### config.mk
export PLATFORM = sky130hd
export DESIGN_NAME = bin_to_bcd_seq
export DESIGN_NICKNAME = d
export VERILOG_FILES = /design/src/rtl/bin_to_bcd_seq.sv
export SDC_FILE = /design/constraint.sdc
export NUM_CORES = 1
export LEC_CHECK = 0
export ABC_CLOCK_PERIOD_IN_PS = 5700
export CAP_MARGIN = 20
export CORE_ASPECT_RATIO = 0.5
export CORE_MARGIN = 1
export CORE_UTILIZATION = 59
export CTS_BUF_LIST = sky130_fd_sc_hd__clkbuf_16
export DETAILED_ROUTE_END_ITERATION = 10
export GPL_TIMING_DRIVEN = 0
export PLACE_DENSITY_LB_ADDON = 0.12
export SLEW_MARGIN = 20
export SYNTH_ARGS = -nofsm -noshare
export SYNTH_HDL_FRONTEND = slang
export SYNTH_SLANG_ARGS = --single-unit
### constraint.sdc
create_clock -name i_clk -period 5.7 [get_ports i_clk]
set_input_delay 0.855 -clock i_clk [delete_from_list [all_inputs] [get_ports i_clk]]
set_output_delay 0.855 -clock i_clk [all_outputs]
set_load 0.005 [all_outputs]
### src/rtl/bin_to_bcd_seq.sv
// -----------------------------------------------------------------------------
// bin_to_bcd_seq
//
// Sequential binary-to-BCD converter using iterative double-dabble
// (shift-and-add-3). A conversion takes BIN_W clock cycles, one iteration per
// cycle. The result feeds the seven-segment nibble decoders. The converter
// also produces a leading-zero blank mask and an overflow flag. Values above
// 10^DIGITS-1 saturate to all nines.
//
// Parameters
//   BIN_W       width of the binary operand (>= 4)
//   DIGITS      number of BCD digits; digit 0 is the least significant
//
// Ports
//   i_clk       system clock
//   i_reset_n   asynchronous, active-low reset
//   i_start     conversion request; sampled only when no conversion is running
//               (also on the completion edge, which allows back-to-back runs)
//   i_bin       binary operand; captured on the accepted start edge
//   o_busy      high while a conversion is in progress
//   o_valid     one-cycle pulse when o_bcd/o_blank/o_overflow are updated
//   o_bcd       result; digit i is at [4i+3:4i]; held until the next completion
//   o_blank     1 = digit is a leading zero (bit 0 is always 0)
//   o_overflow  last result exceeded 10^DIGITS-1; held with o_bcd
// -----------------------------------------------------------------------------
module bin_to_bcd_seq #(
    parameter int BIN_W  = 20,
    parameter int DIGITS = 6
) (
    input  logic                  i_clk,
    input  logic                  i_reset_n,
    input  logic                  i_start,
    input  logic [BIN_W-1:0]      i_bin,
    output logic                  o_busy,
    output logic                  o_valid,
    output logic [4*DIGITS-1:0]   o_bcd,
    output logic [DIGITS-1:0]     o_blank,
    output logic                  o_overflow
);

    localparam int BCD_W = 4 * DIGITS;
    localparam int CNT_W = $clog2(BIN_W + 1);

    typedef enum logic [0:0] {
        ST_IDLE  = 1'b0,
        ST_SHIFT = 1'b1
    } state_t;

    // -------------------------------------------------------------------------
    // Registers and their next-state values
    // -------------------------------------------------------------------------
    state_t             r_state,    w_state_next;
    logic [BIN_W-1:0]   r_binreg,   w_binreg_next;
    logic [BCD_W-1:0]   r_scratch,  w_scratch_next;
    logic               r_sticky,   w_sticky_next;
    logic [CNT_W-1:0]   r_cnt,      w_cnt_next;
    logic [BCD_W-1:0]   r_bcd,      w_bcd_next;
    logic [DIGITS-1:0]  r_blank,    w_blank_next;
    logic               r_overflow, w_overflow_next;
    logic               r_valid,    w_valid_next;

    // -------------------------------------------------------------------------
    // One double-dabble iteration
    // -------------------------------------------------------------------------
    logic [BCD_W-1:0]   w_adj;          // scratch after per-digit add-3
    logic [BCD_W-1:0]   w_shifted;      // scratch after the left shift
    logic [BIN_W-1:0]   w_binreg_shl;   // binary register after the left shift
    logic               w_carry_out;    // bit leaving the top digit this iteration
    logic               w_last;         // this edge performs the BIN_W-th shift
    logic               w_final_ovf;
    logic [BCD_W-1:0]   w_all_nines;
    logic [BCD_W-1:0]   w_final_bcd;
    logic [DIGITS-1:0]  w_final_blank;
    logic [DIGITS:1]    w_upper_zero;   // [i] = digits i..DIGITS-1 of the result are 0

    // Add-3 touches only the BCD digits, never the binary register bits.
    generate
        for (genvar gi = 0; gi < DIGITS; gi++) begin : g_digit
            assign w_adj[4*gi +: 4] = (r_scratch[4*gi +: 4] >= 4'd5)
                                    ? r_scratch[4*gi +: 4] + 4'd3
                                    : r_scratch[4*gi +: 4];
            assign w_all_nines[4*gi +: 4] = 4'd9;
        end
    endgenerate

    assign w_carry_out  = w_adj[BCD_W-1];
    assign w_shifted    = {w_adj[BCD_W-2:0], r_binreg[BIN_W-1]};
    assign w_binreg_shl = {r_binreg[BIN_W-2:0], 1'b0};
    assign w_last       = (r_cnt == CNT_W'(BIN_W - 1));

    // The carry of the final iteration is folded in here because the sticky
    // register only sees it one edge later.
    assign w_final_ovf  = r_sticky | w_carry_out;
    assign w_final_bcd  = w_final_ovf ? w_all_nines : w_shifted;

    // Leading-zero mask, built as a chain from the most significant digit down.
    // Digit 0 is never blanked so a zero result still shows a single "0".
    assign w_upper_zero[DIGITS] = 1'b1;
    generate
        for (genvar gi = 1; gi < DIGITS; gi++) begin : g_blank
            assign w_upper_zero[gi] = w_upper_zero[gi+1]
                                    & (w_final_bcd[4*gi +: 4] == 4'd0);
            assign w_final_blank[gi] = w_upper_zero[gi] & ~w_final_ovf;
        end
    endgenerate
    assign w_final_blank[0] = 1'b0;

    // -------------------------------------------------------------------------
    // Next-state and datapath logic
    // -------------------------------------------------------------------------
    always_comb begin
        w_state_next    = r_state;
        w_binreg_next   = r_binreg;
        w_scratch_next  = r_scratch;
        w_sticky_next   = r_sticky;
        w_cnt_next      = r_cnt;
        w_bcd_next      = r_bcd;
        w_blank_next    = r_blank;
        w_overflow_next = r_overflow;
        w_valid_next    = 1'b0;

        case (r_state)
            ST_IDLE: begin
                if (i_start) begin
                    w_binreg_next  = i_bin;
                    w_scratch_next = '0;
                    w_sticky_next  = 1'b0;
                    w_cnt_next     = '0;
                    w_state_next   = ST_SHIFT;
                end
            end

            ST_SHIFT: begin
                w_scratch_next = w_shifted;
                w_binreg_next  = w_binreg_shl;
                w_sticky_next  = r_sticky | w_carry_out;
                w_cnt_next     = r_cnt + CNT_W'(1);
                if (w_last) begin
                    w_bcd_next      = w_final_bcd;
                    w_overflow_next = w_final_ovf;
                    w_blank_next    = w_final_blank;
                    w_valid_next    = 1'b1;
                    w_state_next    = ST_IDLE;
                    // A start on the completion edge is accepted right away,
                    // so a held start yields one result every BIN_W cycles.
                    if (i_start) begin
                        w_binreg_next  = i_bin;
                        w_scratch_next = '0;
                        w_sticky_next  = 1'b0;
                        w_cnt_next     = '0;
                        w_state_next   = ST_SHIFT;
                    end
                end
            end

            default: begin
                w_state_next = ST_IDLE;
            end
        endcase
    end

    // -------------------------------------------------------------------------
    // State register
    // -------------------------------------------------------------------------
    always_ff @(posedge i_clk or negedge i_reset_n) begin
        if (!i_reset_n) begin
            r_state <= ST_IDLE;
        end else begin
            r_state <= w_state_next;
        end
    end

    // -------------------------------------------------------------------------
    // Datapath registers
    // -------------------------------------------------------------------------
    always_ff @(posedge i_clk or negedge i_reset_n) begin
        if (!i_reset_n) begin
            r_binreg   <= '0;
            r_scratch  <= '0;
            r_sticky   <= 1'b0;
            r_cnt      <= '0;
            r_bcd      <= '0;
            r_blank    <= {{(DIGITS-1){1'b1}}, 1'b0};
            r_overflow <= 1'b0;
            r_valid    <= 1'b0;
        end else begin
            r_binreg   <= w_binreg_next;
            r_scratch  <= w_scratch_next;
            r_sticky   <= w_sticky_next;
            r_cnt      <= w_cnt_next;
            r_bcd      <= w_bcd_next;
            r_blank    <= w_blank_next;
            r_overflow <= w_overflow_next;
            r_valid    <= w_valid_next;
        end
    end

    assign o_busy     = (r_state == ST_SHIFT);
    assign o_valid    = r_valid;
    assign o_bcd      = r_bcd;
    assign o_blank    = r_blank;
    assign o_overflow = r_overflow;

endmodule
# ---- After elaboration in Yosys (flattened, before gate mapping)
# Cells that the tools add are included.
# W data, S select, Z words.
dict set report word_totals {
  register_bits 82
  word_cells 70
}
dict set report classes {
  n_bitwise 12
  eq_ne 2
  addsub 7
  n_reduce_logical 6
  n_lt_le_gt_ge 6
  n_mux 28
}
# cell n
set ops {}
lappend ops {{$mux W24} 4}
lappend ops {{$mux W20} 3}
lappend ops {{$pmux W24 S2} 1}
lappend ops {{$pmux W20 S2} 1}
lappend ops {{$add A4 B2 Y4 const B} 6}
lappend ops {{$ge A4 B3 Y1 const B} 6}
lappend ops {{$mux W4} 6}
lappend ops {{$logic_not A4 Y1} 5}
lappend ops {{$mux W5} 3}
lappend ops {{$pmux W5 S2} 1}
lappend ops {{$and A1 B1 Y1} 9}
lappend ops {{$mux W1} 7}
lappend ops {{$add A5 B1 Y5 const B} 1}
lappend ops {{$eq A5 B5 Y1 const B} 1}
lappend ops {{$pmux W1 S2} 2}
lappend ops {{$ne A2 B2 Y1 const B} 1}
lappend ops {{$not A1 Y1} 2}
lappend ops {{$reduce_and A2 Y1} 1}
lappend ops {{$or A1 B1 Y1} 1}

# ---- Depth between registers and ports, before layout
# Gate-level depths: netlist of the first run.
dict set report logic_depth {
  ltp_word 10
  depth_mapped 8
}

# ---- Least setup slack after synthesis of the first run
# No wires, ideal clock.
dict set report synth_path {
  path_type {register -> register}
  from {reg r_scratch[20]}
  to {reg r_blank[1] (netlist: o_blank[1])}
  t_required_ps 5614
  arrival_time_ps 2195
  path_stages_with_launch 9
  slack_ps 3419
  synth_period_minus_slack_ps 2281
  n_path_buf 0
  path_cell_list {dfrtp_1 > inv_1 > ha_1 > nand2b_1 > nor3b_1 > a211oi_4 > nand4_2 > or4_4 > o31ai_2}
}
dict set report synth_between {
  elab_chain_len 10
}
# item line_no
set synth_lines {}
lappend synth_lines {{from (decl)} 54} ;# logic [BCD_W-1:0] r_scratch, w_scratch_next;
lappend synth_lines {{from (signal assigned)} 188} ;# r_scratch <= w_scratch_next;
lappend synth_lines {{$add A4 B2 Y4 or $ge A4 B3 Y1 (tied branches)} {80, 79}}
lappend synth_lines {{$mux W4 *} 80} ;# ? r_scratch[4*gi +: 4] + 4'd3
lappend synth_lines {{$or A1 B1 Y1} 93} ;# assign w_final_ovf = r_sticky | w_carry_out;
lappend synth_lines {{$mux W24} 94} ;# assign w_final_bcd = w_final_ovf ? w_all_nines : w_shifted;
lappend synth_lines {{$logic_not A4 Y1} 102} ;# & (w_final_bcd[4*gi +: 4] == 4'd0);
lappend synth_lines {{$and A1 B1 Y1 (4 in a row)} 102}
lappend synth_lines {{$and A1 B1 Y1 *} 103} ;# assign w_final_blank[gi] = w_upper_zero[gi] & ~w_final_ovf;
lappend synth_lines {{to (signal assigned)} 183} ;# r_blank <= {{(DIGITS-1){1'b1}}, 1'b0};
lappend synth_lines {{to (signal assigned)} 192} ;# r_blank <= w_blank_next;
lappend synth_lines {{to (decl)} 58} ;# logic [DIGITS-1:0] r_blank, w_blank_next;
# Mark *: on every way between the ends. The rest lies on a longest branch, timed or not.
# A chain may end at the register's enable or synchronous reset.

# ---- Worst setup path in the final report of the first run
# Ends and elaborated chain as after synthesis.

==> impl_results.md, run 1 <==
- Status: finished, final reports clean
- Placed Area: 4760 um^2
- Unrepaired setup endpoints after global routing: no
- Largest cells by area after synthesis: dfrtp_1 47%, mux2_2 6.3%, nor2_1 5.2%
- Leakage: 2.12 nW
- Placed Cells incl. Taps: 567
- Clock tree root buffer cell: clkbuf_16
- Core ar.: 6700 um^2
- Clk pin slew, worst setup/hold paths: 60 ps
- Post-route clock skew: 6.76 ps
- PortBufs: 53
- # diodes: 0
- Min Clock Period, post-route: 2640 ps
- Later-pin clock latency in the skew report: 340 ps
- Chip height: 60.9 um
- Synthesized area: 4100 um^2
- Max_slew headroom: 47.5%
- CTS resizes: 0
- Post-synthesis sequential area ratio: 50.3%
- Endpoints failing hold: 0
- Hold path cells: 2
- Clock Path Buffers: 2
- Final cell count without fillers: 583
- Ordered cell list for the critical path: inv_1 -> ha_1 -> nand2b_1 -> nor3b_1 -> a211oi_4 -> nand4_2 -> or4_4 -> o31ai_2
- Antenna violation net count after detailed routing: 0
- R2R cell count: 8
- Highest clock rate: 379 MHz
- Pre-Repair DR Iteration Count: 5
- Ys async rst share: 100%
- Netlist cell types: 39
- Met3 Track Usage GR: 7.33%
- Worst Tran Pin Value: 784 ps
- DPL Wire Length: 7070 um
- Seq cells post-synth: 82
- CP delay by family, top: simple AND/OR/NAND/NOR gates
- Hold path endpoint: o_blank[2]
- Crit start category: flop
- EDFF count, synth: 0
- P&R area growth vs syn: 23.3%
- Pwr Density: 586 nW/um^2
- Top-area cell type share of the netlist area: 47.1%
- Leading area contributor after synthesis: dfrtp_1
- Worst min path class: flop to flop
- Hold-fix buffers, CTS: 0
- Final setup fails: 0
- Crit. End Element: flop
- Largest net degree at the start of global routing: 43
- Initial drt markers: 243
- Nets: 522
- Die area: 7300 um^2
- Peak supply drop: 286 uV
- Slowest-stage cell, CP: or4_4
- CP peak stage delay: 610 ps
- Top Ports: 56
- Max-Cap Viols: 0
- H-tree levels: 3
- Primary FF master, synth: dfrtp_1
- Sequential Power Share: 35.9%
- CP required: 5960 ps
- Clock group share of total power: 19.1%
- Crit Path Max Fanout: 7
- WL/cell: 17.7 um
- Reg2Reg Setup Slack: 3060 ps
- Max-slew violations: 0
- Final core occ: 75.3%
- Synthesized instance count: 421
- Gr ovfl total: 0
- Gr busiest metal: met2
- Total GRT Usage: 29.8%
- CTS buffer count: 9
- Drt total wl: 10300 um
- Hold Crit Start: o_blank[2]
- Grt met2 use: 51.2%
- Average cell area after synthesis: 9.73 um^2
- Fin area: 5050 um^2
- CTS tree: yes
- Met1 usage: 37.5%
- Initial core utilization: 61.1%
- Vias per cell: 6.02
- Site row count: 21
- GP Congestion: 0.832
- Number of global-route vias before repair: 3315
- Gate power share: 45.0%
- Internal power: 0.00180 W
- NetSw: 0.00116 W
- Layout cell share with drive strength beyond 1: 10.8%
- Clk sinks: 82
- Sw frac: 39.2%
- Crit path DAT: 2890 ps
- Hold_ws: 478 ps
- Setup_tns: 0 ps
- Period utilisation layout: 46.2%
- First-pass GRT wire length: 16200 um
- Worst r2r src: r_scratch[20]
- Postcts setup bufs: 0
- Mapped Nets: 457
- Reg2reg end: o_blank[1]
- Die Wd: 120 um
- Remaining DRCs: 0
- Routed via count: 3511
- Initial antenna violation count: 0
- Syn. warnings: 0
- Crit path buf inv count: 1
- Crit path kind: flop to flop
==> layout by cell type, fill, tap and decap left out, types with 2 or more instances in the layout <==
cell	count
dfrtp_1	77
nor2_1	57
clkdlybuf4s50_1	52
nand2_1	41
o21ai_0	39
mux2_2	23
o22ai_1	20
inv_1	19
a22o_1	19
a21oi_1	17
clkbuf_1	15
ha_1	13
a31oi_1	11
nor3b_1	10
clkbuf_16	9
nand2b_1	8
nand3_1	6
xnor2_1	6
buf_1	5
nor3_1	5
dfstp_2	5
mux2i_1	3
a21o_1	2
o31ai_1	2
or3_1	2
o21ai_1	2
a32o_1	2
buf_4	2
clkinv_2	2
==> sequential cells by signal (all words and copies together), names as in the netlist <==
signal	cells
r_scratch	24
o_busy	1
o_bcd	24
o_overflow	1
r_binreg	20
o_valid	1
r_sticky	1
o_blank	5
r_cnt	5
==> logic make-up after synthesis <==
kind of cell / share of synthesized area (%)
other: 0.0916
buffers and inverters: 3.70
adders and majority gates: 3.97
and+or+nand+nor: 14.9
AOI/OAI and AO/OA: 18.8
DFF: 50.3
xor gates and xnor gates: 1.28
muxes: 7.06
==> power by group through the flow <==
stage                     Combinational [W]  Clock, W  Sequential [W]
final                               0.00133  0.000565         0.00106
after global routing                0.00148  0.000588         0.00109
after CTS                           0.00132  0.000570         0.00105
after detailed placement            0.00130         0         0.00106
after global placement              0.00123         0         0.00104
after floorplan                    0.000878         0         0.00101
==> tightest hold or removal path: cells and delay by family, from the launching register on <==
family / cells / cell delay, ps
flops: 1 / 370
compound gates: 1 / 60
simple gates: 1 / 50
==> how the worst max path moves through the flow <==
stage / start / to / slack (ps) / cells after the start
finish: r_scratch[20] / o_blank[1] / 3060 / 8
global route: r_scratch[20] / o_blank[1] / 2880 / 8
CTS: r_scratch[20] / o_blank[1] / 3080 / 8
detailed placement: r_scratch[20] / o_blank[1] / 3110 / 8
global placement: i_reset_n / r_binreg[13] / 1060 / 1
floorplan: r_scratch[20] / o_blank[1] / 3420 / 8
==> Yosys cell counts, drive strengths merged (5+ instances only) <==
cell / instances
dfrtp: 77
nor2: 57
o21ai: 42
nand2: 41
mux2: 23
o22ai: 20
a22o: 19
a21oi: 18
inv: 17
clkbuf: 15
ha: 13
a31oi: 11
nor3b: 10
nand2b: 8
buf: 7
nand3: 6
xnor2: 6
dfstp: 5
nor3: 5
==> metrics by stage <==
stage / worst slack (ps) / total power [W]
floorplan: 3420 / 0.00189
global placement: 1060 / 0.00227
detailed placement: 3110 / 0.00236
CTS: 3080 / 0.00295
global route: 2880 / 0.00316
finish: 3060 / 0.00296
==> area by class of cell <==
cell class,count,area (um^2)
flip-flops and latches,82,2060
multi-input cells,300,1890
fillers,487,1650
repair buffers,54,548
clock buffers,9,225
well taps,92,115
plain buffers,22,87.6
clock inverters,7,63.8
inverters,17,63.8
==> per-layer routing <==
metal,part of all wire [%],up-vias
met1,44,1751
met4,1.9,0
met3,5.5,22
met5,0,-
li1,-,1616
met2,49,122
No activity file was read; power rests on OpenSTA's default activity.
==> run 2: changes to the inputs <==
--- a/config.mk
+++ b/config.mk
@@ -5,11 +5,11 @@
 export SDC_FILE = /design/constraint.sdc
 export NUM_CORES = 1
 export LEC_CHECK = 0
-export ABC_CLOCK_PERIOD_IN_PS = 5700
+export ABC_CLOCK_PERIOD_IN_PS = 2500
 export CAP_MARGIN = 20
 export CORE_ASPECT_RATIO = 0.5
 export CORE_MARGIN = 1
-export CORE_UTILIZATION = 59
+export CORE_UTILIZATION = 55
 export CTS_BUF_LIST = sky130_fd_sc_hd__clkbuf_16
 export DETAILED_ROUTE_END_ITERATION = 10
 export GPL_TIMING_DRIVEN = 0
==> constraint.sdc (replaced) <==
create_clock -name i_clk -period 2.5 [get_ports i_clk]
set_input_delay 0.375 -clock i_clk [delete_from_list [all_inputs] [get_ports i_clk]]
set_output_delay 0.375 -clock i_clk [all_outputs]
set_load 0.005 [all_outputs]
==> run 2 against run 1 <==
Net effect: register-to-register slack worse by 3000 ps; global-route usage is 1.0 points lower; routed wire length is 2.6% lower; final cell count is 0.34% higher; flip-flop and latch count stayed put; sequential share of layout area is 0.13 points lower; first-iteration DRC count is 22% higher; total power is 120% higher; utilization is 2.3 points lower; via count is 1.2% lower; worst hold slack worse by 27 ps; clock skew is 0.94 ps lower; critical path type unchanged; largest power group unchanged.
==> impl_results.md, run 2 (synthesis gave the netlist of run 1 again) <==
- Status: finished, final reports clean (unchanged)
- FF+latch area: 2060 um^2 (about the same)
- Remaining DRCs: 0 (unchanged)
- Post-route clock skew: 5.82 ps (was 6.76 ps)
- R2R cell count: 8 (unchanged)
- Unrepaired setup endpoints after global routing: no (unchanged)
- Final core occ: 73.0% (was 75.3%)
- First-pass GRT wire length: 16800 um (was 16200 um)
- Reg2Reg Setup Slack: 110 ps (was 3060 ps)
- WL/cell: 17.2 um (was 17.7 um)
- CP required: 2760 ps (was 5960 ps)
- GP Congestion: 0.866 (was 0.832)
- Crit path kind: flop to flop (unchanged)
- Layout cell share with drive strength beyond 1: 11.8% (was 10.8%)
- Die area: 7820 um^2 (was 7300 um^2)
- Initial drt markers: 297 (was 243)
- Min Clock Period, post-route: 2390 ps (was 2640 ps)
- Top Ports: 56 (unchanged)
- Dpl ws: -75.8 ps (was 3110 ps)
- Site row count: 21 (unchanged)
- Tot Pwr: 0.00664 W (was 0.00296 W)
- PortBufs: 53 (unchanged)
- Endpoints failing hold: 0 (unchanged)
- Crit start category: flop (unchanged)
- Clk pin slew, worst setup/hold paths: 60 ps (about the same)
- DPL Wire Length: 7080 um (was 7070 um)
- Initial antenna violation count: 0 (unchanged)
- Highest clock rate: 419 MHz (was 379 MHz)
- Reg2reg end: o_blank[1] (unchanged)
- Total GRT Usage: 28.7% (was 29.8%)
- Crit path DAT: 2650 ps (was 2890 ps)
- Leakage: 2.13 nW (was 2.12 nW)
- P&R area growth vs syn: 23.7% (was 23.3%)
- CP Launch Point: r_scratch[21] (was r_scratch[20])
- Most frequent cells in the layout: 76 x dfrtp_1, 57 x nor2_1, 52 x clkdlybuf4s50_1 (was 77 x dfrtp_1, 57 x nor2_1, 52 x clkdlybuf4s50_1)
- Peak supply drop: 557 uV (was 286 uV)
- Max-slew violations: 0 (unchanged)
- CTS buffer count: 9 (unchanged)
- Filler Cells Inserted: 531 (was 487)
- Routed via count: 3469 (was 3511)
- Drt total wl: 10100 um (was 10300 um)
- Final worst slack: 111 ps (was 3060 ps)
- Number of global-route vias before repair: 3458 (was 3315)
- Clk sinks: 82 (unchanged)
- Largest net degree at the start of global routing: 52 (was 43)
- Setup crit end: o_blank[1] (unchanged)
- Commonest non-fill, non-tap cell in the layout: dfrtp_1 (unchanged)
- Worst Tran Pin Value: 782 ps (was 784 ps)
- Max-Cap Viols: 0 (unchanged)
- Period utilisation layout: 95.5% (was 46.2%)
- Setup_tns: 0 ps (unchanged)
- CTS tree: yes (unchanged)
- Chip height: 63.0 um (was 60.9 um)
- Pre-Repair DR Iteration Count: 5 (unchanged)
- Placed Area: 4770 um^2 (was 4760 um^2)
- Pwr Density: 1310 nW/um^2 (was 586 nW/um^2)
- Final setup fails: 0 (unchanged)
- Worst r2r src: r_scratch[21] (was r_scratch[20])
- Crit Path Max Fanout: 3 (was 7)
- Gr ovfl total: 0 (unchanged)
- Multi-input logic area: 1910 um^2 (was 1890 um^2)
- Max_slew headroom: 47.7% (was 47.5%)
- Die Wd: 124 um (was 120 um)
- # diodes: 0 (unchanged)
- Later-pin clock latency in the skew report: 340 ps (about the same)
- H-tree levels: 3 (unchanged)
- Clock tree root buffer cell: clkbuf_16 (unchanged)
- Core ar.: 6940 um^2 (was 6700 um^2)
- Vias per cell: 5.93 (was 6.02)
- Clock Path Buffers: 2 (unchanged)
- Initial core utilization: 59.0% (was 61.1%)
- Antenna violation net count after detailed routing: 0 (unchanged)
- Fin area: 5070 um^2 (was 5050 um^2)
- Worst min path class: flop to flop (unchanged)
- Crit. End Element: flop (unchanged)
- Nets: 524 (was 522)
-- run 2: how the worst min path moves through the flow --
| stage | slack, ps | end | depth (start not counted) | from |
|---|---|---|---|---|
| final | 450 | o_blank[3] | 2 | o_blank[3] |
| after floorplan | 80 | o_bcd[0] | 0 | i_reset_n |
| after global routing | 460 | o_blank[3] | 2 | o_blank[3] |
| after CTS | 450 | o_blank[3] | 2 | o_blank[3] |
| after global placement | 440 | o_blank[3] | 2 | o_blank[3] |
| after detailed placement | 350 | o_bcd[11] | 1 | i_reset_n |
-- run 2: metal layers --
layer  GRT usage, %  vias to the layer above  wire length, um
met5              0                        -                0
met4           9.67                        0              127
met3           7.66                       13              685
met2           45.9                      110             4780
met1           37.9                     1710             4460
li1               -                     1636                -
-- run 2: final cells by class --
type / count / share of cell area (%)
Buffer: 22 / 1.75
Sequential cell: 82 / 40.7
Multi-Input combinational cell: 300 / 37.7
Clock inverter: 7 / 0.568
Timing Repair Buffer: 56 / 11.3
Clock buffer: 9 / 4.45
Inverter: 17 / 1.26
Tap cell: 92 / 2.27
-- run 2: worst max-delay path: stages (launching register included) --
cell,delay [ps]
dfrtp_1,380
inv_1,120
ha_1,210
nand2b_1,170
nor3b_1,180
a211oi_4,260
nand4_2,190
or4_4,550
o31ai_2,250
-- run 2: stage by stage --
| step | hold slack (ps) | instances |
|---|---|---|
| after floorplan | 79.4 | 421 |
| after global placement | 441 | 566 |
| after detailed placement | 355 | 567 |
| after CTS | 453 | 584 |
| after global routing | 460 | 585 |
| final | 452 | 585 |
-- run 2: report_power, final --
group / internal (W) / switching, W / total, W
clock: 0.000651 / 0.000514 / 0.00117
sequential: 0.00192 / 0.000486 / 0.00241
combinational: 0.00145 / 0.00162 / 0.00306
-- run 2: what timing repair did --
item                                    in CTS  in global routing
cloned                                       0                  0
resized for setup                            1                  7
endpoints found under the setup margin       1                 19
pin swaps                                    1                  3
endpoints found under the hold margin       14                  0
setup buffers                                0                  1
hold buffers                                 1                  0
==> run 3: changes to the inputs <==
--- a/config.mk
+++ b/config.mk
@@ -14,6 +14,7 @@
 export DETAILED_ROUTE_END_ITERATION = 10
 export GPL_TIMING_DRIVEN = 0
 export PLACE_DENSITY_LB_ADDON = 0.12
+export REMOVE_ABC_BUFFERS = 1
 export SLEW_MARGIN = 20
 export SYNTH_ARGS = -nofsm -noshare
 export SYNTH_HDL_FRONTEND = slang
==> constraint.sdc (replaced) <==
create_clock -name i_clk -period 2.5 [get_ports i_clk]
set_input_delay 0.375 -clock i_clk [delete_from_list [all_inputs] [get_ports i_clk]]
set_output_delay 0.375 -clock i_clk [all_outputs]
set_load 0.05 [all_outputs]
==> run 3 against run 2 <==
Net effect: critical path type unchanged; highest routed layer unchanged; die area unchanged; critical path depth unchanged; the run now ends with negative hold slack left; global-route usage fell by 1.5 points; total power increased by 15%; worst hold slack worse by 450 ps; register-to-register slack got worse by 50 ps; largest cell class unchanged; final area grew 1.4%.
==> impl_results.md, run 3 (synthesis gave the netlist of run 1 again) <==
- Placed Cells incl. Taps: 547 (was 567)
- Leakage: 2.13 nW (about the same)
- Violated checks: negative hold slack
- CP required: 2770 ps (was 2760 ps)
- Status: complete, but fails checks (was finished, final reports clean)
- Routed via count: 3389 (was 3469)
- Clock tree root buffer cell: clkbuf_16 (unchanged)
- Number of global-route vias before repair: 3435 (was 3458)
- Initial antenna violation count: 0 (unchanged)
- Sequential Power Share: 32.6% (was 36.3%)
- Die Wd: 124 um (unchanged)
- Vias per cell: 5.99 (was 5.93)
- Reg2Reg Setup Slack: 60 ps (was 110 ps)
- Total GRT Usage: 27.2% (was 28.7%)
- Setup_tns: 0 ps (unchanged)
- Max_slew headroom: 42.7% (was 47.7%)
- Remaining DRCs: 0 (unchanged)
- Layout cell share with drive strength beyond 1: 14.6% (was 11.8%)
- H-tree levels: 3 (unchanged)
- Clk sinks: 82 (unchanged)
- Sw frac: 43.0% (was 39.4%)
- Die area: 7820 um^2 (unchanged)
- Period utilisation layout: 97.7% (was 95.5%)
- Final worst slack: 58.4 ps (was 111 ps)
- Drt total wl: 9710 um (was 10100 um)
- Later-pin clock latency in the skew report: 340 ps (about the same)
- Crit. End Element: flop (unchanged)
- Max-Cap Viols: 0 (unchanged)
- P&R area growth vs syn: 25.5% (was 23.7%)
- Gate power share: 47.9% (was 46.2%)
- Initial drt markers: 141 (was 297)
- Largest net degree at the start of global routing: 45 (was 52)
- Gr ovfl total: 0 (unchanged)
- Crit start category: flop (unchanged)
- WL/cell: 17.1 um (was 17.2 um)
- Initial core utilization: 59.0% (unchanged)
- Crit path kind: flop to flop (unchanged)
- Reg2reg end: o_blank[1] (unchanged)
- Final cell count without fillers: 566 (was 585)
- Min Clock Period, post-route: 2440 ps (was 2390 ps)
- Final core occ: 74.1% (was 73.0%)
- Endpoints failing hold: 2 (was 0)
- Unrepaired setup endpoints after global routing: no (unchanged)
- First-pass GRT wire length: 16100 um (was 16800 um)
- CTS tree: yes (unchanged)
- Crit Path Max Fanout: 7 (was 3)
- NetSw: 0.00327 W (was 0.00262 W)
- Highest clock rate: 410 MHz (was 419 MHz)
- Most frequent cells in the layout: 75 x dfrtp_1, 56 x nor2_1, 52 x clkdlybuf4s50_1 (was 76 x dfrtp_1, 57 x nor2_1, 52 x clkdlybuf4s50_1)
- CTS buffer count: 9 (unchanged)
- Post-route clock skew: 7.05 ps (was 5.82 ps)
- Chip height: 63.0 um (unchanged)
- Commonest non-fill, non-tap cell in the layout: dfrtp_1 (unchanged)
- Nets: 506 (was 524)
- Clk pin slew, worst setup/hold paths: 60 ps (about the same)
- # diodes: 0 (unchanged)
- Dpl ws: -1260 ps (was -75.8 ps)
- Site row count: 21 (unchanged)
- Clock group share of total power: 19.5% (was 17.5%)
- Crit path DAT: 2710 ps (was 2650 ps)
- GP Congestion: 0.808 (was 0.866)
- Internal power: 0.00434 W (was 0.00402 W)
- Top Ports: 56 (unchanged)
- Pre-Repair DR Iteration Count: 5 (unchanged)
- DPL Wire Length: 6220 um (was 7080 um)
- Hold-fix buffers, CTS: 0 (was 1)
- Hold_ws: -3.24 ps (was 452 ps)
- Worst r2r src: r_scratch[20] (was r_scratch[21])
- R2R cell count: 8 (unchanged)
- Clock Path Buffers: 2 (unchanged)
- Worst min path class: input port to async pin (was flop to flop)
- Pwr Density: 1480 nW/um^2 (was 1310 nW/um^2)
- Core ar.: 6940 um^2 (unchanged)
- Max-slew violations: 0 (unchanged)
- Worst Tran Pin Value: 860 ps (was 782 ps)
- PortBufs: 54 (was 53)
- Peak supply drop: 676 uV (was 557 uV)
- Final setup fails: 0 (unchanged)
- Antenna violation net count after detailed routing: 0 (unchanged)
## run 3: changes by cell type in the layout (fill, tap and decap cells not counted), sizes merged
cell           change
buf                -3
bufinv             +3
clkbuf            -16
clkdlybuf4s15      +1
clkinv             -3
clkinvlp           +3
dlygate4sd3        -1
inv                -3
## run 3: metrics by stage
stage | total power (W) | cell area, um^2
2_1_floorplan | 0.00489 | 4010
3_3_place_gp | 0.00571 | 4660
3_5_place_dp | 0.00595 | 4700
4_1_cts | 0.00751 | 5070
5_1_grt | 0.00811 | 5140
6_report | 0.00761 | 5140
## run 3: power by group through the flow
| stage | clock [W] | combinational, W | sequential (W) |
|---|---|---|---|
| finish | 0.00148 | 0.00364 | 0.00248 |
| detailed placement | 0 | 0.00348 | 0.00247 |
| global placement | 0 | 0.00330 | 0.00241 |
| global route | 0.00155 | 0.00399 | 0.00257 |
| floorplan | 0 | 0.00191 | 0.00298 |
| CTS | 0.00150 | 0.00355 | 0.00246 |
## run 3: worst max path at each step
stage	from	endpoint	slack, ps	cells after the start
floorplan	o_busy	o_blank[1]	-260	5
global placement	i_reset_n	r_binreg[8]	-1700	1
detailed placement	i_start	r_scratch[15]	-1260	6
CTS	r_cnt[0]	r_scratch[15]	7	7
global route	r_scratch[20]	o_blank[1]	10	8
finish	r_scratch[20]	o_blank[1]	60	8
## run 3: critical path, cell delays in order (launching register included)
cell	delay (ps)
dfrtp_2	470
inv_1	150
ha_4	190
nand2b_1	90
nor3b_1	180
a211oi_4	220
nand4_2	200
or4_4	610
o31ai_4	250
## run 3: timing repair
item	4_1_cts	5_1_grt
resized for setup	10	10
cloned	1	0
buffers inserted	1	2
endpoints found under the setup margin	67	15
pin swaps	1	1
## run 3: cell type report
type,instances,area (um^2)
repair inverters,1,5.00
flip-flops and latches,82,2060
fillers,490,1800
multi-input cells,300,1960
clock buffers,9,225
well taps,92,115
repair buffers,59,593
inverters,17,67.6
clock inverters,6,106
## run 3: routing by layer
metal	vias up	track usage [%]	part of all wire, %
met2	112	43.5	48
met5	-	0	0
met4	0	11.2	2.0
li1	1586	-	-
met1	1666	34.0	44
met3	25	8.67	6.1
